--- src/rtl/id_ex_pipe_reg.sv ---
// id_ex_pipe_reg
//   Decode-to-execute pipeline register of the five-stage RISC-V core.
//   Captures decoded fields and the control word at the D/E boundary,
//   inserts bubbles on flush (taken branch/jump) and stall (load-use),
//   and freezes on hold. Action priority: reset > flush > hold > stall > load.
//
//   Optional feature macro: PERF_COUNTERS_EN
//     defined   -> stall/flush/hold event counters are implemented
//     undefined -> counter outputs are tied to 0, no counter flops
//
// Ports
//   clk, rst_n                  clock, synchronous active-low reset
//   stall, flush, hold          hazard-unit / freeze requests
//   PcD..AddrModeD              decode-stage fields and control bits
//   PcE..AddrModeE              registered copies for the execute stage
//   ValidE                      E holds a real instruction (not a bubble)
//   stall_cnt/flush_cnt/hold_cnt  event counters (CNT_WIDTH bits, wrapping)
module id_ex_pipe_reg #(
    parameter int DATA_WIDTH = 32,
    parameter int REG_AW     = 5,
    parameter int CNT_WIDTH  = 32
) (
    input  logic                  clk,
    input  logic                  rst_n,
    input  logic                  stall,
    input  logic                  flush,
    input  logic                  hold,
    input  logic [DATA_WIDTH-1:0] PcD,
    input  logic [DATA_WIDTH-1:0] PcPlus4D,
    input  logic [DATA_WIDTH-1:0] Rd1D,
    input  logic [DATA_WIDTH-1:0] Rd2D,
    input  logic [DATA_WIDTH-1:0] ImmExtD,
    input  logic [REG_AW-1:0]     Rs1D,
    input  logic [REG_AW-1:0]     Rs2D,
    input  logic [REG_AW-1:0]     RdD,
    input  logic                  RegWriteD,
    input  logic                  MemWriteD,
    input  logic                  BranchD,
    input  logic                  JumpD,
    input  logic                  ALUSrcD,
    input  logic [1:0]            ResultSrcD,
    input  logic [3:0]            ALUControlD,
    input  logic [2:0]            AddrModeD,
    output logic [DATA_WIDTH-1:0] PcE,
    output logic [DATA_WIDTH-1:0] PcPlus4E,
    output logic [DATA_WIDTH-1:0] Rd1E,
    output logic [DATA_WIDTH-1:0] Rd2E,
    output logic [DATA_WIDTH-1:0] ImmExtE,
    output logic [REG_AW-1:0]     Rs1E,
    output logic [REG_AW-1:0]     Rs2E,
    output logic [REG_AW-1:0]     RdE,
    output logic                  RegWriteE,
    output logic                  MemWriteE,
    output logic                  BranchE,
    output logic                  JumpE,
    output logic                  ALUSrcE,
    output logic [1:0]            ResultSrcE,
    output logic [3:0]            ALUControlE,
    output logic [2:0]            AddrModeE,
    output logic                  ValidE,
    output logic [CNT_WIDTH-1:0]  stall_cnt,
    output logic [CNT_WIDTH-1:0]  flush_cnt,
    output logic [CNT_WIDTH-1:0]  hold_cnt
);

    typedef struct packed {
        logic [DATA_WIDTH-1:0] pc;
        logic [DATA_WIDTH-1:0] pc_plus4;
        logic [DATA_WIDTH-1:0] rd1;
        logic [DATA_WIDTH-1:0] rd2;
        logic [DATA_WIDTH-1:0] imm_ext;
        logic [REG_AW-1:0]     rs1;
        logic [REG_AW-1:0]     rs2;
        logic [REG_AW-1:0]     rd;
        logic                  reg_write;
        logic                  mem_write;
        logic                  branch;
        logic                  jump;
        logic                  alu_src;
        logic [1:0]            result_src;
        logic [3:0]            alu_control;
        logic [2:0]            addr_mode;
        logic                  valid;
    } ex_t;

    ex_t ex_d, ex_q;
    ex_t bubble;
    ex_t load;

    always_comb begin
        // Bubble: zeroed indices make forwarding compare against x0 (never
        // written), and addr_mode 3'b111 is a non-load code so a bubble can
        // never cause a load-use stall.
        bubble           = '0;
        bubble.addr_mode = 3'b111;

        load.pc          = PcD;
        load.pc_plus4    = PcPlus4D;
        load.rd1         = Rd1D;
        load.rd2         = Rd2D;
        load.imm_ext     = ImmExtD;
        load.rs1         = Rs1D;
        load.rs2         = Rs2D;
        load.rd          = RdD;
        load.reg_write   = RegWriteD;
        load.mem_write   = MemWriteD;
        load.branch      = BranchD;
        load.jump        = JumpD;
        load.alu_src     = ALUSrcD;
        load.result_src  = ResultSrcD;
        load.alu_control = ALUControlD;
        load.addr_mode   = AddrModeD;
        load.valid       = 1'b1;

        // A stall under hold is dropped; the load-use condition re-presents
        // once hold releases.
        ex_d = load;
        if (flush) begin
            ex_d = bubble;
        end else if (hold) begin
            ex_d = ex_q;
        end else if (stall) begin
            ex_d = bubble;
        end
    end

    always_ff @(posedge clk) begin
        if (!rst_n) begin
            ex_q <= bubble;
        end else begin
            ex_q <= ex_d;
        end
    end

    assign PcE         = ex_q.pc;
    assign PcPlus4E    = ex_q.pc_plus4;
    assign Rd1E        = ex_q.rd1;
    assign Rd2E        = ex_q.rd2;
    assign ImmExtE     = ex_q.imm_ext;
    assign Rs1E        = ex_q.rs1;
    assign Rs2E        = ex_q.rs2;
    assign RdE         = ex_q.rd;
    assign RegWriteE   = ex_q.reg_write;
    assign MemWriteE   = ex_q.mem_write;
    assign BranchE     = ex_q.branch;
    assign JumpE       = ex_q.jump;
    assign ALUSrcE     = ex_q.alu_src;
    assign ResultSrcE  = ex_q.result_src;
    assign ALUControlE = ex_q.alu_control;
    assign AddrModeE   = ex_q.addr_mode;
    assign ValidE      = ex_q.valid;

`ifdef PERF_COUNTERS_EN
    localparam logic [CNT_WIDTH-1:0] CNT_ONE = {{(CNT_WIDTH-1){1'b0}}, 1'b1};

    logic [CNT_WIDTH-1:0] stall_cnt_d, stall_cnt_q;
    logic [CNT_WIDTH-1:0] flush_cnt_d, flush_cnt_q;
    logic [CNT_WIDTH-1:0] hold_cnt_d,  hold_cnt_q;

    // Same priority as the pipeline action, so at most one counter moves.
    always_comb begin
        stall_cnt_d = stall_cnt_q;
        flush_cnt_d = flush_cnt_q;
        hold_cnt_d  = hold_cnt_q;
        if (flush) begin
            flush_cnt_d = flush_cnt_q + CNT_ONE;
        end else if (hold) begin
            hold_cnt_d = hold_cnt_q + CNT_ONE;
        end else if (stall) begin
            stall_cnt_d = stall_cnt_q + CNT_ONE;
        end
    end

    always_ff @(posedge clk) begin
        if (!rst_n) begin
            stall_cnt_q <= '0;
            flush_cnt_q <= '0;
            hold_cnt_q  <= '0;
        end else begin
            stall_cnt_q <= stall_cnt_d;
            flush_cnt_q <= flush_cnt_d;
            hold_cnt_q  <= hold_cnt_d;
        end
    end

    assign stall_cnt = stall_cnt_q;
    assign flush_cnt = flush_cnt_q;
    assign hold_cnt  = hold_cnt_q;
`else
    assign stall_cnt = '0;
    assign flush_cnt = '0;
    assign hold_cnt  = '0;
`endif

endmodule

--- config.mk ---
export PLATFORM = sky130hd
export DESIGN_NAME = id_ex_pipe_reg
export DESIGN_NICKNAME = d
export VERILOG_FILES = /design/src/rtl/id_ex_pipe_reg.sv
export SDC_FILE = /design/constraint.sdc
export NUM_CORES = 1
export LEC_CHECK = 0
export BUFFER_PORTS_ARGS = -buffer_cell sky130_fd_sc_hd__buf_2
export CAP_MARGIN = 20
export CELL_PAD_IN_SITES_DETAIL_PLACEMENT = 1
export CELL_PAD_IN_SITES_GLOBAL_PLACEMENT = 1
export CORE_AREA = 2 2 188 190
export DETAILED_ROUTE_END_ITERATION = 8
export DIE_AREA = 0 0 190 192
export PLACE_DENSITY = 0.71
export SLEW_MARGIN = 20
export SYNTH_ARGS = -nofsm -noshare
export SYNTH_HDL_FRONTEND = slang
export SYNTH_SLANG_ARGS = --single-unit
--- constraint.sdc ---
create_clock -name clk -period 2.3 [get_ports clk]
set_input_delay 0.46 -clock clk [delete_from_list [all_inputs] [get_ports clk]]
set_output_delay 0.46 -clock clk [all_outputs]
set_load 0.01 [all_outputs]
==> Yosys cells after proc, flatten, opt, wreduce, memory -nomap -nowiden <==
Index checks and enable logic that the tools add are counted.
{ "word_totals": {"ff_bits": 190, "in_bits": 194, "elab_cells": 20, "output_inout_bits": 286} }
{ "op_classes": {"reduce_logical": 1, "n_bitwise": 1, "muxes": 1} }
{ "op_table": {"columns": ["operator", "n"], "rows": [
  ["$mux W190", 1],
  ["$reduce_or A2 Y1", 1],
  ["$not A1 Y1", 1]
]} }

==> Depth between registers and ports, before layout <==
Gate-level depths: netlist of the first run.
{ "depth": {"ltp_word": 2, "mapped_depth": 6, "depth_no_buf": 2} }

==> Worst setup path after synthesis of the first run <==
Ideal clock, no wire load.
{ "synth_path": {"path_kind": "input -> register", "startpoint": "input port stall", "endpoint": "register ex_q (netlist bit PcE[21])", "arrival_time_ns": 1.314, "required_time_ns": 2.230, "setup_slack_ns": 0.916, "n_path_buf": 3, "stages": 5, "setup_time_ns": 0.070, "path_cell_list": "buf_6 > buf_6 > clkbuf_1 > or3b_1 > a21oi_1"} }
{ "synth_between": {"elab_chain_len": 1} }
{ "synth_lines": {"columns": ["element", "line", "source"], "rows": [
  ["start, declared", "25", "input logic stall,"],
  ["$mux W190", "122", "end else if (stall) begin"],
  ["end signal, assigned", "129", "ex_q <= bubble;"],
  ["end, declared", "86", "ex_t ex_d, ex_q;"]
]} }
No other way between the ends.
A chain may end at the register's enable or synchronous reset.

==> Final worst setup path of the first run <==
{ "layout_path": {"startpoint": "register ex_q (netlist bit MemWriteE)", "endpoint": "output port MemWriteE"} }
{ "layout_rtl": {"columns": ["element", "line", "source"], "rows": [
  ["end, declared", "53", "output logic MemWriteE,"]
]} }
No word-level cell between the ends.

==> results of run 1 <==
==> Yosys cell counts <==
| cell | number | area, µm² |
|---|---|---|
| or3b_1 | 157 | 1380 |
| buf_8 | 1 | 15.0 |
| nand2b_1 | 1 | 6.26 |
| buf_2 | 25 | 125 |
| nand2_1 | 187 | 702 |
| nor2b_1 | 4 | 25.0 |
| nor3_1 | 3 | 15.0 |
| or3b_2 | 29 | 254 |
| o21ai_0 | 3 | 15.0 |
| clkbuf_1 | 37 | 139 |
| clkbuf_2 | 3 | 15.0 |
| buf_1 | 6 | 22.5 |
| buf_4 | 96 | 721 |
| or2_2 | 1 | 6.26 |
| dfxtp_1 | 190 | 3800 |
| a21oi_1 | 187 | 936 |
| conb_1 | 1 | 3.75 |
| buf_6 | 12 | 135 |
==> power groups by stage <==
stage	clock network [mW]	registers (mW)	logic (mW)
after global routing	3.46	3.39	0.829
after detailed placement	0	3.46	0.752
after global placement	0	3.46	0.739
final	3.20	3.39	0.747
after CTS	3.33	3.39	0.756
after floorplan	0	3.49	0.537
==> layer usage <==
metal / global-route usage, % / up-vias / wire (µm)
li1: - / 3648 / -
met1: 15.5 / 3433 / 10700
met2: 23.4 / 276 / 12800
met3: 4.68 / 28 / 2090
met4: 4.74 / 2 / 403
met5: 0 / - / 7
==> metrics by stage <==
stage	instance area [µm²]	util (%)	power [mW]	hold slack, ps
finish	10800	31.5	7.33	263
global route	10800	31.5	7.68	256
CTS	10800	31.5	7.47	220
detailed placement	10200	29.7	4.22	449
global placement	10200	29.7	4.20	444
floorplan	8670	-	4.03	476
==> cells in the final DEF, fill, tap and decap left out, types with 2 or more instances in the layout <==
cell type / netlist / layout
buf_2: 25 / 381
dfxtp_1: 190 / 190
nand2_1: 187 / 187
a21oi_1: 187 / 187
or3b_1: 157 / 157
conb_1: 1 / 96
or3b_2: 29 / 29
clkbuf_16: 0 / 17
buf_4: 96 / 13
inv_6: 0 / 5
buf_12: 0 / 5
nor2b_1: 4 / 4
bufinv_16: 0 / 4
nor3_1: 3 / 3
o21ai_0: 3 / 3
clkbuf_1: 37 / 2
clkinv_2: 0 / 2
==> final cells by class <==
| type | count | area, µm² |
|---|---|---|
| Antenna cell | 1 | 2.50 |
| Multi-Input combinational cell | 668 | 3700 |
| Fill cell | 4190 | 23500 |
| Clock inverter | 12 | 181 |
| Clock buffer | 19 | 433 |
| Timing Repair Buffer | 400 | 2120 |
| Tap cell | 455 | 569 |
| Sequential cell | 190 | 3800 |
==> sequential cells by signal, summed over array words and instances, names as in the netlist <==
register     flops
ALUControlE      4
ALUSrcE          1
AddrModeE        3
BranchE          1
ImmExtE         32
JumpE            1
MemWriteE        1
PcE             32
PcPlus4E        32
Rd1E            32
Rd2E            32
RdE              5
RegWriteE        1
ResultSrcE       2
Rs1E             5
Rs2E             5
ValidE           1
==> path summary, 6_finish.rpt <==
path                 from           end  slack, ps
max             MemWriteE     MemWriteE        860
min                 flush  AddrModeE[2]        260
max reg2reg  PcPlus4E[21]  PcPlus4E[21]       1640
min reg2reg       PcE[28]       PcE[28]        450
==> kinds of logic after synthesis <==
| family | share of synthesized area [%] |
|---|---|
| flip-flops | 45.7 |
| AND/OR/NAND/NOR | 28.7 |
| AO/OA/AOI/OAI | 11.4 |
| buffers and inverters | 14.1 |
| other | 0.0451 |
==> summary.md, run 1 <==
| Metric | Value |
|---|---|
| Least-Margin Pin Slew | `615 ps` |
| Gr ovfl total | `0` |
| CTS resizes | `0` |
| Int Power | `5.50 mW` |
| Final Skew | `0 ps` |
| Peak VDD IR | `0.000504 V` |
| Mapped Area | `0.00831 mm²` |
| Setup TNS | `0 ps` |
| DIE WIDTH | `190 µm` |
| Number of global-route vias before repair | `7184` |
| I/O Pins | `480` |
| DRC violations left | `0` |
| CORE AREA | `0.0343 mm²` |
| Clock power share | `43.6%` |
| Clock transition at path regs | `80 ps` |
| Crit. End Element | `output port` |
| Hold Path Stages | `3` |
| Clock Tree Buf Depth | `2` |
| Final Hold Viols | `0` |
| CTS tree | `yes` |
| Arrival time at the worst endpoint | `980 ps` |
| Initial antenna violation count | `2` |
| RSZ-0062 raised after global routing | `false` |
| Die Span Y | `192 µm` |
| Critical-path top delay cell | `dfxtp_1` |
| Number of setup violations in the final report | `0` |
| Setup ws final | `859 ps` |
| MaxCap Viol Count | `0` |
| Pwr Density | `678 mW/mm²` |
| Rel. slew slack | `59.0%` |
| DRT Pass-1 Iters | `4` |
| CP top delay family | `flip-flops` |
| All-Layer GR Usage | `13.5%` |
| Final-stage net count | `1471` |
| LEAKAGE | `4.80 nW` |
| Worst path bufs/invs | `1` |
| Placed insts | `1713` |
| Synthesis-stage register bit count | `190` |
| Crit path time final | `1440 ps` |
| Crit Path Max Fanout | `2` |
| FMAX | `694 MHz` |
| Cells after synthesis | `943` |
| Number of CTS-inserted buffers | `17` |
| Post-route ant nets | `0` |
| Starting Density | `24.2%` |
| Area Growth Syn to Fin | `30.0%` |
| Avg Cell Area, Syn | `8.82 µm²` |
| # clock sinks | `190` |
| Die ar. | `0.0365 mm²` |
| Critical Path RT | `1840 ps` |
| Final period util | `62.6%` |
| Root buf cell | `clkbuf_16` |
| Sequential share of power | `46.2%` |
| Initial DRC count | `180` |
| Register area share after synthesis | `45.7%` |
| Max-slew violations | `0` |
| Fraction of layout cells with a size suffix above 1 | `35.7%` |
| Final HPWL DP | `18.7 mm` |
| Distinct cell type count after synthesis | `18` |
| Vias/cell | `4.23` |
| Drt wl/cell | `14.9 µm` |
| Worst-case reg-to-reg path depth | `2` |
| Post-Layout Cell Count | `1745` |
| # H-tree levels | `4` |
| Clock latency on the worst-skew pair | `440 ps` |
| Row cnt | `68` |
| Yosys warning count | `0` |
| Outcome | `completed` |
| Setup CP Type | `register to output port` |
| Levels on crit path | `1` |
| Routed via count | `7387` |
| Total Wirelength | `25.9 mm` |
| Pre-CTS setup slack | `509 ps` |
| Post-CTS setup buffers | `0` |
| Pin count of the biggest net entering global routing | `109` |
| Hold Crit Class | `input port to register` |
| CP max stage delay | `380 ps` |
| Hold-fix buffers, CTS | `0` |
| Sw power | `1.83 mW` |
| Final GP Congestion | `0.754` |
| Gate power share | `10.2%` |
| Critical Path Source Type | `register` |
| PortBufs | `383` |
| Crit path cell chain | `buf_2` |
| Sw frac | `25.0%` |
| First-pass GRT wire length | `38.9 mm` |
Power figures use the tool's default switching activity.
==> run 2: changes to the inputs <==
- clock period: 2.3 -> 1.4 ns (I/O delays scaled with it)
==> run 2 against run 1 <==
Effect of this change: die area is the same; clock power grew 51%; non-clock buffer count grew 27; critical path depth is the same; critical endpoint is now BranchE; largest power group unchanged; highest routed layer unchanged.
==> summary.md, run 2 (synthesis results as in run 1) <==
| Metric | Value |
|---|---|
| Routed via count | `7590` |
| Gr ovfl total | `0` |
| Setup ws final | `114 ps` |
| CTS resizes | `0` |
| Total Wirelength | `26.6 mm` |
| Number of global-route vias before repair | `7363` |
| Die ar. | `0.0365 mm²` |
| DRC violations left | `0` |
| Critical-path top delay cell | `dfxtp_1` |
| Final Skew | `0 ps` |
| Crit Path Max Fanout | `2` |
| FMAX | `778 MHz` |
| Root buf cell | `clkbuf_16` |
| Fraction of layout cells with a size suffix above 1 | `37.1%` |
| Number of setup violations in the final report | `0` |
| Commonest non-fill, non-tap cells in the layout | `buf_2 (381), dfxtp_1 (190), nand2_1 (187), a21oi_1 (187), or3b_1 (157)` |
| # H-tree levels | `4` |
| All-Layer GR Usage | `14.0%` |
| # clock sinks | `190` |
| Hold-fix buffers, CTS | `0` |
| I/O Pins | `480` |
| Crit path cell chain | `buf_2` |
| Final-stage net count | `1498` |
| Peak VDD IR | `0.000810 V` |
| Row cnt | `68` |
| Arrival time at the worst endpoint | `1010 ps` |
| Starting Density | `24.2%` |
| Area Growth Syn to Fin | `33.9%` |
| Pin count of the biggest net entering global routing | `72` |
| Initial antenna violation count | `3` |
| Pwr Density | `1050 mW/mm²` |
| Final Hold Viols | `0` |
| Max-slew violations | `0` |
| Number of CTS-inserted buffers | `17` |
| CORE AREA | `0.0343 mm²` |
| MaxCap Viol Count | `0` |
| Final period util | `91.9%` |
| RSZ-0062 raised after global routing | `false` |
| CTS tree | `yes` |
| DRT Pass-1 Iters | `4` |
| Pre-CTS setup slack | `-0.125 ps` |
| Outcome | `completed` |
| Final core occ | `32.5%` |
| Post-CTS setup buffers | `0` |
| Clock latency on the worst-skew pair | `440 ps` |
| Setup TNS | `0 ps` |
| Die Span Y | `192 µm` |
| LEAKAGE | `4.97 nW` |
| Hold Crit Class | `input port to register` |
| PortBufs | `383` |
| Vias/cell | `4.28` |
| Clock transition at path regs | `70 ps` |
| Setup CP Type | `register to output port` |
| Power Total | `11.7 mW` |
| Crit. End Element | `output port` |
| DIE WIDTH | `190 µm` |
| Crit path time final | `1290 ps` |
| First-pass GRT wire length | `40.3 mm` |
| Critical Path RT | `1120 ps` |
| Critical Path Source Type | `register` |
| Final GP Congestion | `0.759` |
| CP top delay family | `flip-flops` |
| Final HPWL DP | `20.1 mm` |
| Drt wl/cell | `15.0 µm` |
| Worst path bufs/invs | `1` |
| Clock Tree Buf Depth | `2` |
| CP max stage delay | `390 ps` |
| Post-route ant nets | `0` |
| Commonest non-fill, non-tap cell in the layout | `buf_2` |
| Initial DRC count | `186` |
run 2: metrics by stage:
stage                     instances  hold slack [ps]  area, µm²
after floorplan                1038              399       8670
after global placement         1740              442      10600
after detailed placement       1740              447      10600
after CTS                      1772             56.2      11100
after global routing           1773             93.0      11100
final                          1775             97.3      11100
run 2: final timing paths:
check                             startpoint           end  slack [ps]  cells past startpoint
worst max register to register  AddrModeE[1]  AddrModeE[1]         730                      2
worst min register to register      Rd1E[29]      Rd1E[29]         460                      2
worst max-delay path                 BranchE       BranchE         110                      1
worst min-delay path                   flush  AddrModeE[2]         100                      3
run 2: area by class of cell:
class / instances / area (µm²)
tap: 455 / 569
sequential: 190 / 3800
clock buffer: 20 / 457
antenna: 3 / 7.51
timing repair buffer: 427 / 2480
clock inverter: 12 / 110
multi-input combinational: 668 / 3700
fill: 4201 / 23200
run 2: power by group:
part	total (mW)	internal, mW	switching (mW)
clock network	4.83	2.56	2.26
registers	5.57	5.51	0.0558
logic	1.35	0.617	0.735
total	11.7	8.69	3.05
run 2: layer usage:
metal / vias to the layer above / wire (µm) / global-route usage, %
li1: 3708 / - / -
met1: 3549 / 10900 / 16.2
met2: 297 / 13000 / 23.7
met3: 34 / 2100 / 5.01
met4: 2 / 625 / 5.43
met5: - / 13 / 0
